### config.mk
export PLATFORM = sky130hd
export DESIGN_NAME = bcd_time_display
export DESIGN_NICKNAME = d
export VERILOG_FILES = /design/src/rtl/bcd_disp_pkg.sv /design/src/rtl/bcd_to_7seg.sv /design/src/rtl/bcd_time_display.sv
export SDC_FILE = /design/constraint.sdc
export NUM_CORES = 1
export LEC_CHECK = 0
export BUFFER_PORTS_ARGS = -buffer_cell sky130_fd_sc_hd__buf_2
export CORE_MARGIN = 2
export CORE_UTILIZATION = 45
export DETAILED_ROUTE_END_ITERATION = 12
export PLACE_DENSITY_LB_ADDON = 0.2
export SLEW_MARGIN = 5
export SYNTH_ARGS = -nofsm -noshare
export SYNTH_HDL_FRONTEND = slang
export SYNTH_SLANG_ARGS = --single-unit
export TNS_END_PERCENT = 50
### constraint.sdc
create_clock -name clk -period 2.7 [get_ports clk]
set_input_delay 0.135 -clock clk [delete_from_list [all_inputs] [get_ports clk]]
set_output_delay 0.135 -clock clk [all_outputs]
set_load 0.05 [all_outputs]
### src/rtl/bcd_disp_pkg.sv
// Shared constants for the mm:ss seven-segment display path.
// Segment order is {g,f,e,d,c,b,a}, active-high.
package bcd_disp_pkg;

  localparam logic [6:0] SEG_0     = 7'h3F;
  localparam logic [6:0] SEG_1     = 7'h06;
  localparam logic [6:0] SEG_2     = 7'h5B;
  localparam logic [6:0] SEG_3     = 7'h4F;
  localparam logic [6:0] SEG_4     = 7'h66;
  localparam logic [6:0] SEG_5     = 7'h6D;
  localparam logic [6:0] SEG_6     = 7'h7D;
  localparam logic [6:0] SEG_7     = 7'h07;
  localparam logic [6:0] SEG_8     = 7'h7F;
  localparam logic [6:0] SEG_9     = 7'h6F;
  localparam logic [6:0] SEG_DASH  = 7'h40;
  localparam logic [6:0] SEG_BLANK = 7'h00;

  localparam logic [1:0] IDX_MIN_TENS = 2'd3;
  localparam logic [1:0] IDX_MIN_ONES = 2'd2;
  localparam logic [1:0] IDX_SEC_TENS = 2'd1;
  localparam logic [1:0] IDX_SEC_ONES = 2'd0;

  // Tens digits of mm:ss only ever reach 5.
  function automatic logic digit_invalid(input logic [3:0] value, input logic is_tens);
    return (value > 4'd9) || (is_tens && (value > 4'd5));
  endfunction

endpackage

### src/rtl/bcd_to_7seg.sv
// BCD digit to seven-segment decoder; out-of-range digits show a dash.
module bcd_to_7seg
  import bcd_disp_pkg::*;
(
  input  logic [3:0] value,
  input  logic       is_tens,
  output logic [6:0] seg
);

  always_comb begin
    seg = SEG_DASH;
    if (!digit_invalid(value, is_tens)) begin
      case (value)
        4'd0:    seg = SEG_0;
        4'd1:    seg = SEG_1;
        4'd2:    seg = SEG_2;
        4'd3:    seg = SEG_3;
        4'd4:    seg = SEG_4;
        4'd5:    seg = SEG_5;
        4'd6:    seg = SEG_6;
        4'd7:    seg = SEG_7;
        4'd8:    seg = SEG_8;
        4'd9:    seg = SEG_9;
        default: seg = SEG_DASH;
      endcase
    end
  end

endmodule

### src/rtl/bcd_time_display.sv
// Multiplexed 4-digit mm:ss display driver with per-frame digit snapshot,
// leading-zero blanking, blinking colon and sticky invalid-digit flag.
module bcd_time_display
  import bcd_disp_pkg::*;
#(
  parameter int unsigned SCAN_DIV     = 1000,
  parameter int unsigned BLINK_FRAMES = 125
) (
  input  logic       clk,
  input  logic       rst,
  input  logic [3:0] min_tens,
  input  logic [3:0] min_ones,
  input  logic [3:0] sec_tens,
  input  logic [3:0] sec_ones,
  input  logic       blank_lz,
  input  logic       colon_en,
  output logic [6:0] seg,
  output logic [3:0] digit_en,
  output logic       colon,
  output logic       frame_done,
  output logic       err
);

  localparam int unsigned PW = $clog2(SCAN_DIV + 1);
  localparam int unsigned FW = $clog2(BLINK_FRAMES + 1);

  logic [PW-1:0]   presc;
  logic [1:0]      idx;
  logic [FW-1:0]   frame_cnt;
  logic            phase;
  logic [3:0][3:0] shadow;

  logic       tick;
  logic       snap;
  logic       frame_wrap;
  logic       cur_is_tens;
  logic       blank_now;
  logic       snap_bad;
  logic [6:0] dec_seg;

  assign tick        = (presc == PW'(SCAN_DIV - 1));
  assign snap        = tick && (idx == IDX_SEC_ONES);
  assign frame_wrap  = (frame_cnt == FW'(BLINK_FRAMES - 1));
  assign cur_is_tens = (idx == IDX_MIN_TENS) || (idx == IDX_SEC_TENS);
  assign blank_now   = blank_lz && (idx == IDX_MIN_TENS) && (shadow[IDX_MIN_TENS] == 4'd0);
  assign snap_bad    = digit_invalid(shadow[IDX_MIN_TENS], 1'b1) ||
                       digit_invalid(shadow[IDX_MIN_ONES], 1'b0) ||
                       digit_invalid(shadow[IDX_SEC_TENS], 1'b1) ||
                       digit_invalid(shadow[IDX_SEC_ONES], 1'b0);

  bcd_to_7seg u_dec (
    .value   (shadow[idx]),
    .is_tens (cur_is_tens),
    .seg     (dec_seg)
  );

  always_ff @(posedge clk or posedge rst) begin
    if (rst) begin
      presc      <= '0;
      idx        <= IDX_MIN_TENS;
      frame_cnt  <= '0;
      phase      <= 1'b0;
      shadow     <= '0;
      seg        <= '0;
      digit_en   <= '0;
      colon      <= 1'b0;
      frame_done <= 1'b0;
      err        <= 1'b0;
    end else begin
      presc <= tick ? '0 : presc + 1'b1;
      // Decrementing a 2-bit index wraps 0 -> 3, which is exactly the frame restart.
      if (tick) idx <= idx - 2'd1;
      if (snap) begin
        shadow    <= {min_tens, min_ones, sec_tens, sec_ones};
        frame_cnt <= frame_wrap ? '0 : frame_cnt + 1'b1;
        if (frame_wrap) phase <= ~phase;
      end
      digit_en   <= 4'b0001 << idx;
      seg        <= blank_now ? SEG_BLANK : dec_seg;
      colon      <= phase & colon_en;
      frame_done <= snap;
      // frame_done marks the cycle in which the fresh snapshot sits in shadow.
      if (frame_done && snap_bad) err <= 1'b1;
    end
  end

endmodule

==> results of run 1 <==
## cell type report
| cell class | count | area, µm² | area share, % |
|---|---|---|---|
| flip-flops and latches | 50 | 1250 | 46.2 |
| multi-input cells | 166 | 1030 | 38.2 |
| repair buffers | 36 | 188 | 6.92 |
| well taps | 70 | 87.6 | 3.23 |
| clock buffers | 6 | 72.6 | 2.68 |
| clock inverters | 2 | 37.5 | 1.38 |
| inverters | 10 | 37.5 | 1.38 |
## metrics by stage
stage	power, mW	setup WS [ns]	utilization (%)
after floorplan	0.774	0.535	-
after global placement	0.791	0.431	50.9
after detailed placement	0.791	0.372	50.9
after CTS	1.31	0.346	53.1
after global routing	1.36	0.246	53.1
final	1.29	0.363	53.1
## cells by family (layout without fill, tap and decap cells)
kind of cell / Yosys count / count (layout)
xor+xnor: 8 / 8
flops: 50 / 50
mux: 7 / 7
buf+inv: 19 / 54
simple gates: 106 / 106
compound gates: 33 / 33
fa+ha+maj: 12 / 12
## Yosys cell counts
cell | number | share of area, %
sky130_fd_sc_hd__nand2_1 | 58 | 9.2
sky130_fd_sc_hd__nand2b_1 | 1 | 0.26
sky130_fd_sc_hd__a21oi_2 | 1 | 0.37
sky130_fd_sc_hd__a31oi_1 | 1 | 0.26
sky130_fd_sc_hd__clkbuf_1 | 5 | 0.79
sky130_fd_sc_hd__a211oi_1 | 2 | 0.63
sky130_fd_sc_hd__ha_1 | 12 | 6.3
sky130_fd_sc_hd__nand3_1 | 10 | 2.1
sky130_fd_sc_hd__nor2b_1 | 2 | 0.53
sky130_fd_sc_hd__and3_1 | 2 | 0.53
sky130_fd_sc_hd__or2_0 | 1 | 0.26
sky130_fd_sc_hd__a22o_1 | 1 | 0.37
sky130_fd_sc_hd__or2_2 | 1 | 0.26
sky130_fd_sc_hd__o31ai_2 | 1 | 0.53
sky130_fd_sc_hd__and2_1 | 2 | 0.53
sky130_fd_sc_hd__mux2i_1 | 3 | 1.3
sky130_fd_sc_hd__a21oi_1 | 8 | 1.7
sky130_fd_sc_hd__o21ba_2 | 1 | 0.42
sky130_fd_sc_hd__a21o_1 | 1 | 0.32
sky130_fd_sc_hd__a211oi_2 | 1 | 0.53
sky130_fd_sc_hd__nor3_1 | 7 | 1.5
sky130_fd_sc_hd__mux4_2 | 2 | 1.9
sky130_fd_sc_hd__o21ai_0 | 13 | 2.7
sky130_fd_sc_hd__xnor2_1 | 5 | 1.8
sky130_fd_sc_hd__dfrtp_1 | 48 | 51
sky130_fd_sc_hd__and4bb_2 | 1 | 0.53
sky130_fd_sc_hd__and4_1 | 3 | 1.1
sky130_fd_sc_hd__nor2_1 | 14 | 2.2
sky130_fd_sc_hd__buf_2 | 3 | 0.63
sky130_fd_sc_hd__nand4_1 | 2 | 0.53
sky130_fd_sc_hd__xor2_1 | 3 | 1.1
sky130_fd_sc_hd__inv_1 | 10 | 1.6
sky130_fd_sc_hd__a21boi_0 | 1 | 0.32
sky130_fd_sc_hd__mux4_1 | 2 | 2.2
sky130_fd_sc_hd__or3_1 | 2 | 0.53
sky130_fd_sc_hd__o31ai_1 | 1 | 0.32
sky130_fd_sc_hd__o211a_1 | 1 | 0.42
sky130_fd_sc_hd__buf_6 | 1 | 0.47
sky130_fd_sc_hd__dfstp_2 | 2 | 2.2
## metal layers
metal,track usage (%),up-vias,routed length (µm)
li1,-,857,-
met1,22.7,816,2050
met2,25.6,26,1850
met3,2.61,5,116
met4,6.00,0,73
met5,0,-,0
## worst max-delay path, delay by kind of cell, from the launching register on
kind / cells / cell delay (ns)
AOI/OAI and AO/OA: 2 / 0.37
DFF: 1 / 0.62
muxes: 1 / 0.65
adders and majority gates: 1 / 0.26
and+or+nand+nor: 2 / 0.32
## power groups by stage
stage	logic [mW]	clock network (mW)	registers, mW
final	0.0269	0.520	0.748
after global routing	0.0319	0.577	0.749
after CTS	0.0286	0.534	0.748
after detailed placement	0.0284	0	0.763
after global placement	0.0281	0	0.763
after floorplan	0.0112	0	0.763
## how the worst max path moves through the flow
stage | start | end | slack, ns
3_3_place_gp | idx[0] | seg[2] | 0.43
5_1_grt | idx[0] | seg[1] | 0.25
3_5_place_dp | idx[0] | seg[3] | 0.37
4_1_cts | idx[0] | seg[3] | 0.35
2_1_floorplan | idx[0] | seg[0] | 0.53
6_report | idx[0] | seg[3] | 0.36
## state kept, by name, summed over array words and instances (netlist names), 2 cells and up
signal,cells
idx,2
seg,7
digit_en,4
presc,10
shadow,16
frame_cnt,7
==> flow_results.xml, run 1 <==
<?xml version="1.0" encoding="UTF-8"?>
<metrics>
  <group name="die">
    <metric name="ioPinCount" unit="">34</metric>
    <metric name="die_width" unit="µm">76.6</metric>
    <metric name="die_height" unit="µm">76.6</metric>
    <metric name="start_util" unit="%">46.4</metric>
    <metric name="total_number_of_placement_rows" unit="">26</metric>
    <metric name="placeableCoreArea" unit="µm²">5110</metric>
    <metric name="overall_die_area" unit="µm²">5870</metric>
  </group>
  <group name="worst_setup_path">
    <metric name="arrival" unit="ns">2.52</metric>
    <metric name="timing.critical_path.slowest_stage_cell" unit="">sky130_fd_sc_hd__mux4_1</metric>
    <metric name="cp-start-kind" unit="">flip-flop</metric>
    <metric name="worstRegToRegCells" unit="">6</metric>
    <metric name="source_of_the_worst_register_to_register_timing_path" unit="">idx[0]</metric>
    <metric name="cp-end-kind" unit="">flip-flop</metric>
    <metric name="ff2ff_setup_slack" unit="ns">0.36</metric>
    <metric name="rr_endpoint" unit="">seg[3]</metric>
    <metric name="required" unit="ns">2.88</metric>
    <metric name="timing.setup.critical_path_class" unit="">reg -&gt; reg</metric>
    <metric name="timing.critical_path.cells" unit="">mux4_1 &gt; ha_1 &gt; nor2_1 &gt; a21oi_1 &gt; a21oi_2 &gt; nor3_1</metric>
    <metric name="timing.critical_path.slowest_cell_delay" unit="ns">0.65</metric>
    <metric name="critical_path.max_fanout" unit="">7</metric>
  </group>
  <group name="synthesis">
    <metric name="netlist_area" unit="µm²">2370</metric>
    <metric name="synth_compound_gate_area_share" unit="%">8.92</metric>
    <metric name="postSynthAreaPerCell" unit="µm²">10.1</metric>
    <metric name="synth_nets" unit="">267</metric>
    <metric name="synth_seq_cells" unit="">50</metric>
    <metric name="ys_types" unit="">39</metric>
    <metric name="yosys_warnings" unit="">0</metric>
    <metric name="synthAdderAreaFrac" unit="%">6.33</metric>
    <metric name="largest_family_of_logic_cells_by_synthesized_area" unit="">simple AND/OR/NAND/NOR gates</metric>
    <metric name="post_synth_and_or_nand_nor_area_fraction" unit="%">20.1</metric>
    <metric name="netlist_instances" unit="">235</metric>
    <metric name="synth_xor_xnor_area_share" unit="%">2.96</metric>
    <metric name="synth_seq_area_share" unit="%">52.9</metric>
    <metric name="synthMuxAreaShare" unit="%">5.38</metric>
  </group>
  <group name="place">
    <metric name="dp.cells" unit="">332</metric>
    <metric name="port_buffers" unit="">33</metric>
    <metric name="gp_congestion" unit="">0.778</metric>
    <metric name="post_dp_cell_area" unit="µm²">2600</metric>
    <metric name="dp_hpwl" unit="µm">2960</metric>
  </group>
  <group name="sta">
    <metric name="hold_viol_final" unit="">0</metric>
    <metric name="fin_hold_ws" unit="ns">0.0272</metric>
    <metric name="setup-violations-final" unit="">0</metric>
    <metric name="finalWorstPathRequiredPeriod" unit="ns">2.34</metric>
    <metric name="fmax" unit="GHz">0.428</metric>
    <metric name="finClkSkew" unit="ns">0.00857</metric>
    <metric name="transition_time_at_the_pin_with_the_least_slew_margin" unit="ns">0.996</metric>
    <metric name="post-route-period-util" unit="%">86.6</metric>
    <metric name="relSlewSlack" unit="%">33.5</metric>
    <metric name="slew_viol_final" unit="">0</metric>
    <metric name="grt_setup_unrepaired" unit="">no</metric>
    <metric name="fin_tns_setup" unit="ns">0</metric>
  </group>
  <group name="cts">
    <metric name="tritoncts" unit="">built</metric>
    <metric name="clk_pin_slew_worst_paths" unit="ns">0.09</metric>
    <metric name="cts_resizes" unit="">0</metric>
    <metric name="cts_hold_repair.buffers" unit="">0</metric>
    <metric name="clock_tree.root_cell" unit="">sky130_fd_sc_hd__clkbuf_8</metric>
    <metric name="cts_inserted_buffers" unit="">5</metric>
    <metric name="cts_htree_levels" unit="">2</metric>
    <metric name="cts.repair_timing.setup_buffer_count" unit="">0</metric>
    <metric name="numClockSinks" unit="">50</metric>
    <metric name="clock_latency" unit="ns">0.30</metric>
    <metric name="clk_path_buf_depth" unit="">2</metric>
  </group>
  <group name="drt">
    <metric name="drt_first_pass_iters" unit="">4</metric>
    <metric name="via_count" unit="">1704</metric>
    <metric name="drt.antenna.violating_nets" unit="">0</metric>
    <metric name="drt_wl_total" unit="µm">4080</metric>
    <metric name="wl_per_cell" unit="µm">12.0</metric>
    <metric name="drc" unit="">0</metric>
    <metric name="detailedRoute.firstIterationViolations" unit="">105</metric>
    <metric name="routed_via_density" unit="">5.01</metric>
  </group>
  <group name="global_route">
    <metric name="grt_first_pass_wirelength" unit="µm">7690</metric>
    <metric name="grt_use_total" unit="%">16.2</metric>
    <metric name="globalRouteOverflowTotal" unit="">0</metric>
    <metric name="antenna_found_initial" unit="">0</metric>
    <metric name="grt_max_degree" unit="">51</metric>
    <metric name="via_count_of_the_first_global_routing_pass" unit="">1706</metric>
  </group>
  <group name="power">
    <metric name="pwr-share-comb" unit="%">2.1</metric>
    <metric name="p_sw" unit="mW">0.260</metric>
    <metric name="power.sequential.fraction" unit="%">57.8</metric>
    <metric name="switching_share" unit="%">20.1</metric>
    <metric name="irDropWorstVdd" unit="mV">0.347</metric>
    <metric name="power.leakage" unit="nW">1.30</metric>
    <metric name="pwr_density_cell" unit="nW/µm²">478</metric>
    <metric name="internal_power" unit="mW">1.03</metric>
    <metric name="power.clock.fraction" unit="%">40.1</metric>
  </group>
  <group name="run_status">
    <metric name="outcome" unit="">finished, final reports clean</metric>
  </group>
  <group name="layout">
    <metric name="layout_common_cells" unit="">sky130_fd_sc_hd__nand2_1 (58), sky130_fd_sc_hd__dfrtp_1 (48), sky130_fd_sc_hd__buf_2 (33), sky130_fd_sc_hd__nor2_1 (14), sky130_fd_sc_hd__o21ai_0 (13)</metric>
    <metric name="layoutNonFillerInstCount" unit="">340</metric>
    <metric name="finalInstanceArea" unit="µm²">2710</metric>
    <metric name="layout.nets" unit="">301</metric>
    <metric name="area_delta_synth_final" unit="%">14.4</metric>
    <metric name="number_of_fill_cells" unit="">468</metric>
    <metric name="antenna_cells" unit="">0</metric>
    <metric name="layout_commonest_cell" unit="">sky130_fd_sc_hd__nand2_1</metric>
    <metric name="final_layout_size_suffix_gt1_share" unit="%">20.0</metric>
  </group>
  <group name="hold_path">
    <metric name="whs_path_depth" unit="">3</metric>
    <metric name="hp-start" unit="">min_tens[3]</metric>
    <metric name="worst_hold_path_type" unit="">in -&gt; reg</metric>
    <metric name="worst_hold_path.endpoint" unit="">shadow[15]</metric>
  </group>
  <group name="run">
    <metric name="max_cap_violations" unit="">0</metric>
  </group>
</metrics>
Note: power is estimated with default switching activity, not from simulation.
==> run 2, diff against run 1 <==
--- a/config.mk
+++ b/config.mk
@@ -7,7 +7,7 @@
 export LEC_CHECK = 0
 export BUFFER_PORTS_ARGS = -buffer_cell sky130_fd_sc_hd__buf_2
 export CORE_MARGIN = 2
-export CORE_UTILIZATION = 45
+export CORE_UTILIZATION = 50
 export DETAILED_ROUTE_END_ITERATION = 12
 export PLACE_DENSITY_LB_ADDON = 0.2
 export SLEW_MARGIN = 5
==> run 2 against run 1 <==
Compared with the run above: die area shrank 9.5%; setup slack gained 0.025 ns; critical path type unchanged; critical endpoint is now seg[5]; global-route usage grew 0.91 points; sequential power is essentially flat; clock power shrank 15%.
==> flow_results.xml, run 2 (synthesis gave the netlist of run 1 again) <==
<?xml version="1.0" encoding="UTF-8"?>
<metrics>
  <group name="layout">
    <metric name="registers.top_by_ff_count" unit="">shadow</metric>
    <metric name="area_delta_synth_final" unit="%">12.7</metric>
    <metric name="final_layout_size_suffix_gt1_share" unit="%">20.0</metric>
    <metric name="largest_reg_flops" unit="">16</metric>
    <metric name="layout.nets" unit="">301</metric>
    <metric name="largestRegisters" unit="">shadow (16), presc (10)</metric>
    <metric name="antenna_cells" unit="">0</metric>
    <metric name="layout_common_cells" unit="">sky130_fd_sc_hd__nand2_1 (58), sky130_fd_sc_hd__dfrtp_1 (48), sky130_fd_sc_hd__buf_2 (33), sky130_fd_sc_hd__nor2_1 (14), sky130_fd_sc_hd__o21ai_0 (13)</metric>
    <metric name="layout_commonest_cell" unit="">sky130_fd_sc_hd__nand2_1</metric>
    <metric name="number_of_fill_cells" unit="">427</metric>
  </group>
  <group name="die">
    <metric name="overall_die_area" unit="µm²">5310</metric>
    <metric name="die_height" unit="µm">72.9</metric>
    <metric name="ioPinCount" unit="">34</metric>
    <metric name="die_width" unit="µm">72.9</metric>
    <metric name="total_number_of_placement_rows" unit="">25</metric>
    <metric name="placeableCoreArea" unit="µm²">4660</metric>
    <metric name="start_util" unit="%">50.9</metric>
  </group>
  <group name="worst_setup_path">
    <metric name="timing.critical_path.cells" unit="">mux4_1 &gt; ha_1 &gt; nor2_1 &gt; a21oi_1 &gt; a21oi_2 &gt; nor3_1</metric>
    <metric name="timing.critical_path.slowest_cell_delay" unit="ns">0.64</metric>
    <metric name="critical_path.max_fanout" unit="">7</metric>
    <metric name="worstRegToRegCells" unit="">6</metric>
    <metric name="timing.setup.critical_path_class" unit="">reg -&gt; reg</metric>
    <metric name="timing.critical_path.slowest_stage_cell" unit="">sky130_fd_sc_hd__mux4_1</metric>
    <metric name="rr_endpoint" unit="">seg[5]</metric>
    <metric name="critPathBufInv" unit="">0</metric>
    <metric name="arrival" unit="ns">2.50</metric>
    <metric name="source_of_the_worst_register_to_register_timing_path" unit="">idx[0]</metric>
    <metric name="cp-end-kind" unit="">flip-flop</metric>
    <metric name="ff2ff_setup_slack" unit="ns">0.39</metric>
    <metric name="critical_path.top_delay_family" unit="">multiplexers</metric>
    <metric name="cp-start-kind" unit="">flip-flop</metric>
    <metric name="required" unit="ns">2.89</metric>
  </group>
  <group name="sta">
    <metric name="setup-violations-final" unit="">0</metric>
    <metric name="relSlewSlack" unit="%">33.1</metric>
    <metric name="hold_viol_final" unit="">0</metric>
    <metric name="transition_time_at_the_pin_with_the_least_slew_margin" unit="ns">1.00</metric>
    <metric name="slew_viol_final" unit="">0</metric>
    <metric name="grt_setup_unrepaired" unit="">no</metric>
    <metric name="finalWorstPathRequiredPeriod" unit="ns">2.31</metric>
    <metric name="post-route-period-util" unit="%">85.7</metric>
    <metric name="fmax" unit="GHz">0.432</metric>
    <metric name="fin_tns_setup" unit="ns">0</metric>
    <metric name="finClkSkew" unit="ns">0.00671</metric>
  </group>
  <group name="drt">
    <metric name="detailedRoute.firstIterationViolations" unit="">64</metric>
    <metric name="via_count" unit="">1677</metric>
    <metric name="dr.max_layer_used" unit="">met4</metric>
    <metric name="drt_first_pass_iters" unit="">4</metric>
    <metric name="wl_per_cell" unit="µm">12.3</metric>
    <metric name="drt_wl_total" unit="µm">3990</metric>
    <metric name="drt.antenna.violating_nets" unit="">0</metric>
    <metric name="sum_of_routed_wire_segments_on_met1" unit="µm">2030</metric>
    <metric name="drc" unit="">0</metric>
    <metric name="met2WireLength" unit="µm">1730</metric>
    <metric name="routed-wl-met3" unit="µm">151</metric>
    <metric name="routed_via_density" unit="">5.18</metric>
  </group>
  <group name="global_route">
    <metric name="antenna_found_initial" unit="">0</metric>
    <metric name="grt_first_pass_wirelength" unit="µm">6940</metric>
    <metric name="grt_use_total" unit="%">17.1</metric>
    <metric name="via_count_of_the_first_global_routing_pass" unit="">1530</metric>
    <metric name="globalRouteOverflowTotal" unit="">0</metric>
    <metric name="grt_max_degree" unit="">51</metric>
  </group>
  <group name="cts">
    <metric name="tritoncts" unit="">built</metric>
    <metric name="cts_resizes" unit="">0</metric>
    <metric name="clock_latency" unit="ns">0.30</metric>
    <metric name="clk_path_buf_depth" unit="">2</metric>
    <metric name="cts_inserted_buffers" unit="">5</metric>
    <metric name="numClockSinks" unit="">50</metric>
    <metric name="cts_hold_repair.buffers" unit="">0</metric>
    <metric name="clk_pin_slew_worst_paths" unit="ns">0.09</metric>
    <metric name="cts.repair_timing.setup_buffer_count" unit="">0</metric>
    <metric name="cts_htree_levels" unit="">2</metric>
    <metric name="clock_tree.root_cell" unit="">sky130_fd_sc_hd__clkbuf_8</metric>
  </group>
  <group name="power">
    <metric name="irDropWorstVdd" unit="mV">0.295</metric>
    <metric name="finalPower" unit="mW">1.22</metric>
    <metric name="pwr_density_cell" unit="nW/µm²">456</metric>
    <metric name="power.leakage" unit="nW">1.30</metric>
  </group>
  <group name="hold_path">
    <metric name="worst_hold_path.endpoint" unit="">shadow[7]</metric>
    <metric name="whs_path_depth" unit="">3</metric>
    <metric name="hp-start" unit="">sec_tens[3]</metric>
    <metric name="worst_hold_path_type" unit="">in -&gt; reg</metric>
  </group>
  <group name="run_status">
    <metric name="outcome" unit="">finished, final reports clean</metric>
  </group>
  <group name="place">
    <metric name="dp_hpwl" unit="µm">2850</metric>
    <metric name="port_buffers" unit="">33</metric>
    <metric name="gp_congestion" unit="">0.771</metric>
  </group>
  <group name="run">
    <metric name="max_cap_violations" unit="">0</metric>
  </group>
</metrics>
## run 2: how the worst max path moves through the flow
stage	end	startpoint	depth (start not counted)
2_1_floorplan	seg[0]	idx[0]	6
4_1_cts	seg[5]	idx[0]	7
3_5_place_dp	seg[5]	idx[0]	7
5_1_grt	seg[5]	idx[0]	7
6_report	seg[5]	idx[0]	6
3_3_place_gp	seg[2]	idx[0]	6
## run 2: per-stage QoR
stage | setup WS, ns | hold slack (ns) | cell area [µm²] | instances | utilization, %
5_1_grt | 0.206 | 0.0238 | 2670 | 324 | 57.3
6_report | 0.387 | 0.0239 | 2670 | 324 | 57.3
4_1_cts | 0.358 | 0.0124 | 2670 | 324 | 57.3
2_1_floorplan | 0.535 | 0.247 | 2370 | 235 | -
3_3_place_gp | 0.439 | 0.332 | 2580 | 316 | 55.4
3_5_place_dp | 0.382 | 0.334 | 2580 | 316 | 55.4
## run 2: layer usage
layer,track usage (%),vias up
met3,4.83,5
li1,-,857
met5,0,-
met1,24.0,778
met2,25.3,37
met4,6.79,0
## run 2: layout make-up
| class | count | area, µm² | share of cell area, % |
|---|---|---|---|
| clock buffer | 7 | 86.3 | 3.23 |
| clock inverter | 1 | 5.00 | 0.187 |
| tap | 54 | 67.6 | 2.53 |
| sequential | 50 | 1250 | 46.9 |
| inverter | 10 | 37.5 | 1.40 |
| timing repair buffer | 36 | 188 | 7.02 |
| multi-input combinational | 166 | 1030 | 38.7 |
## run 2: report_power, final
part	total, mW	switching, mW	internal (mW)
clock	0.443	0.236	0.207
sequential	0.748	0	0.748
combinational	0.0268	0.0170	0.00979
## run 2: worst min-delay path, cell delays in order
cell and delay [ns]:
sky130_fd_sc_hd__buf_2 0.07, sky130_fd_sc_hd__nand2_1 0.04, sky130_fd_sc_hd__nand2_1 0.05
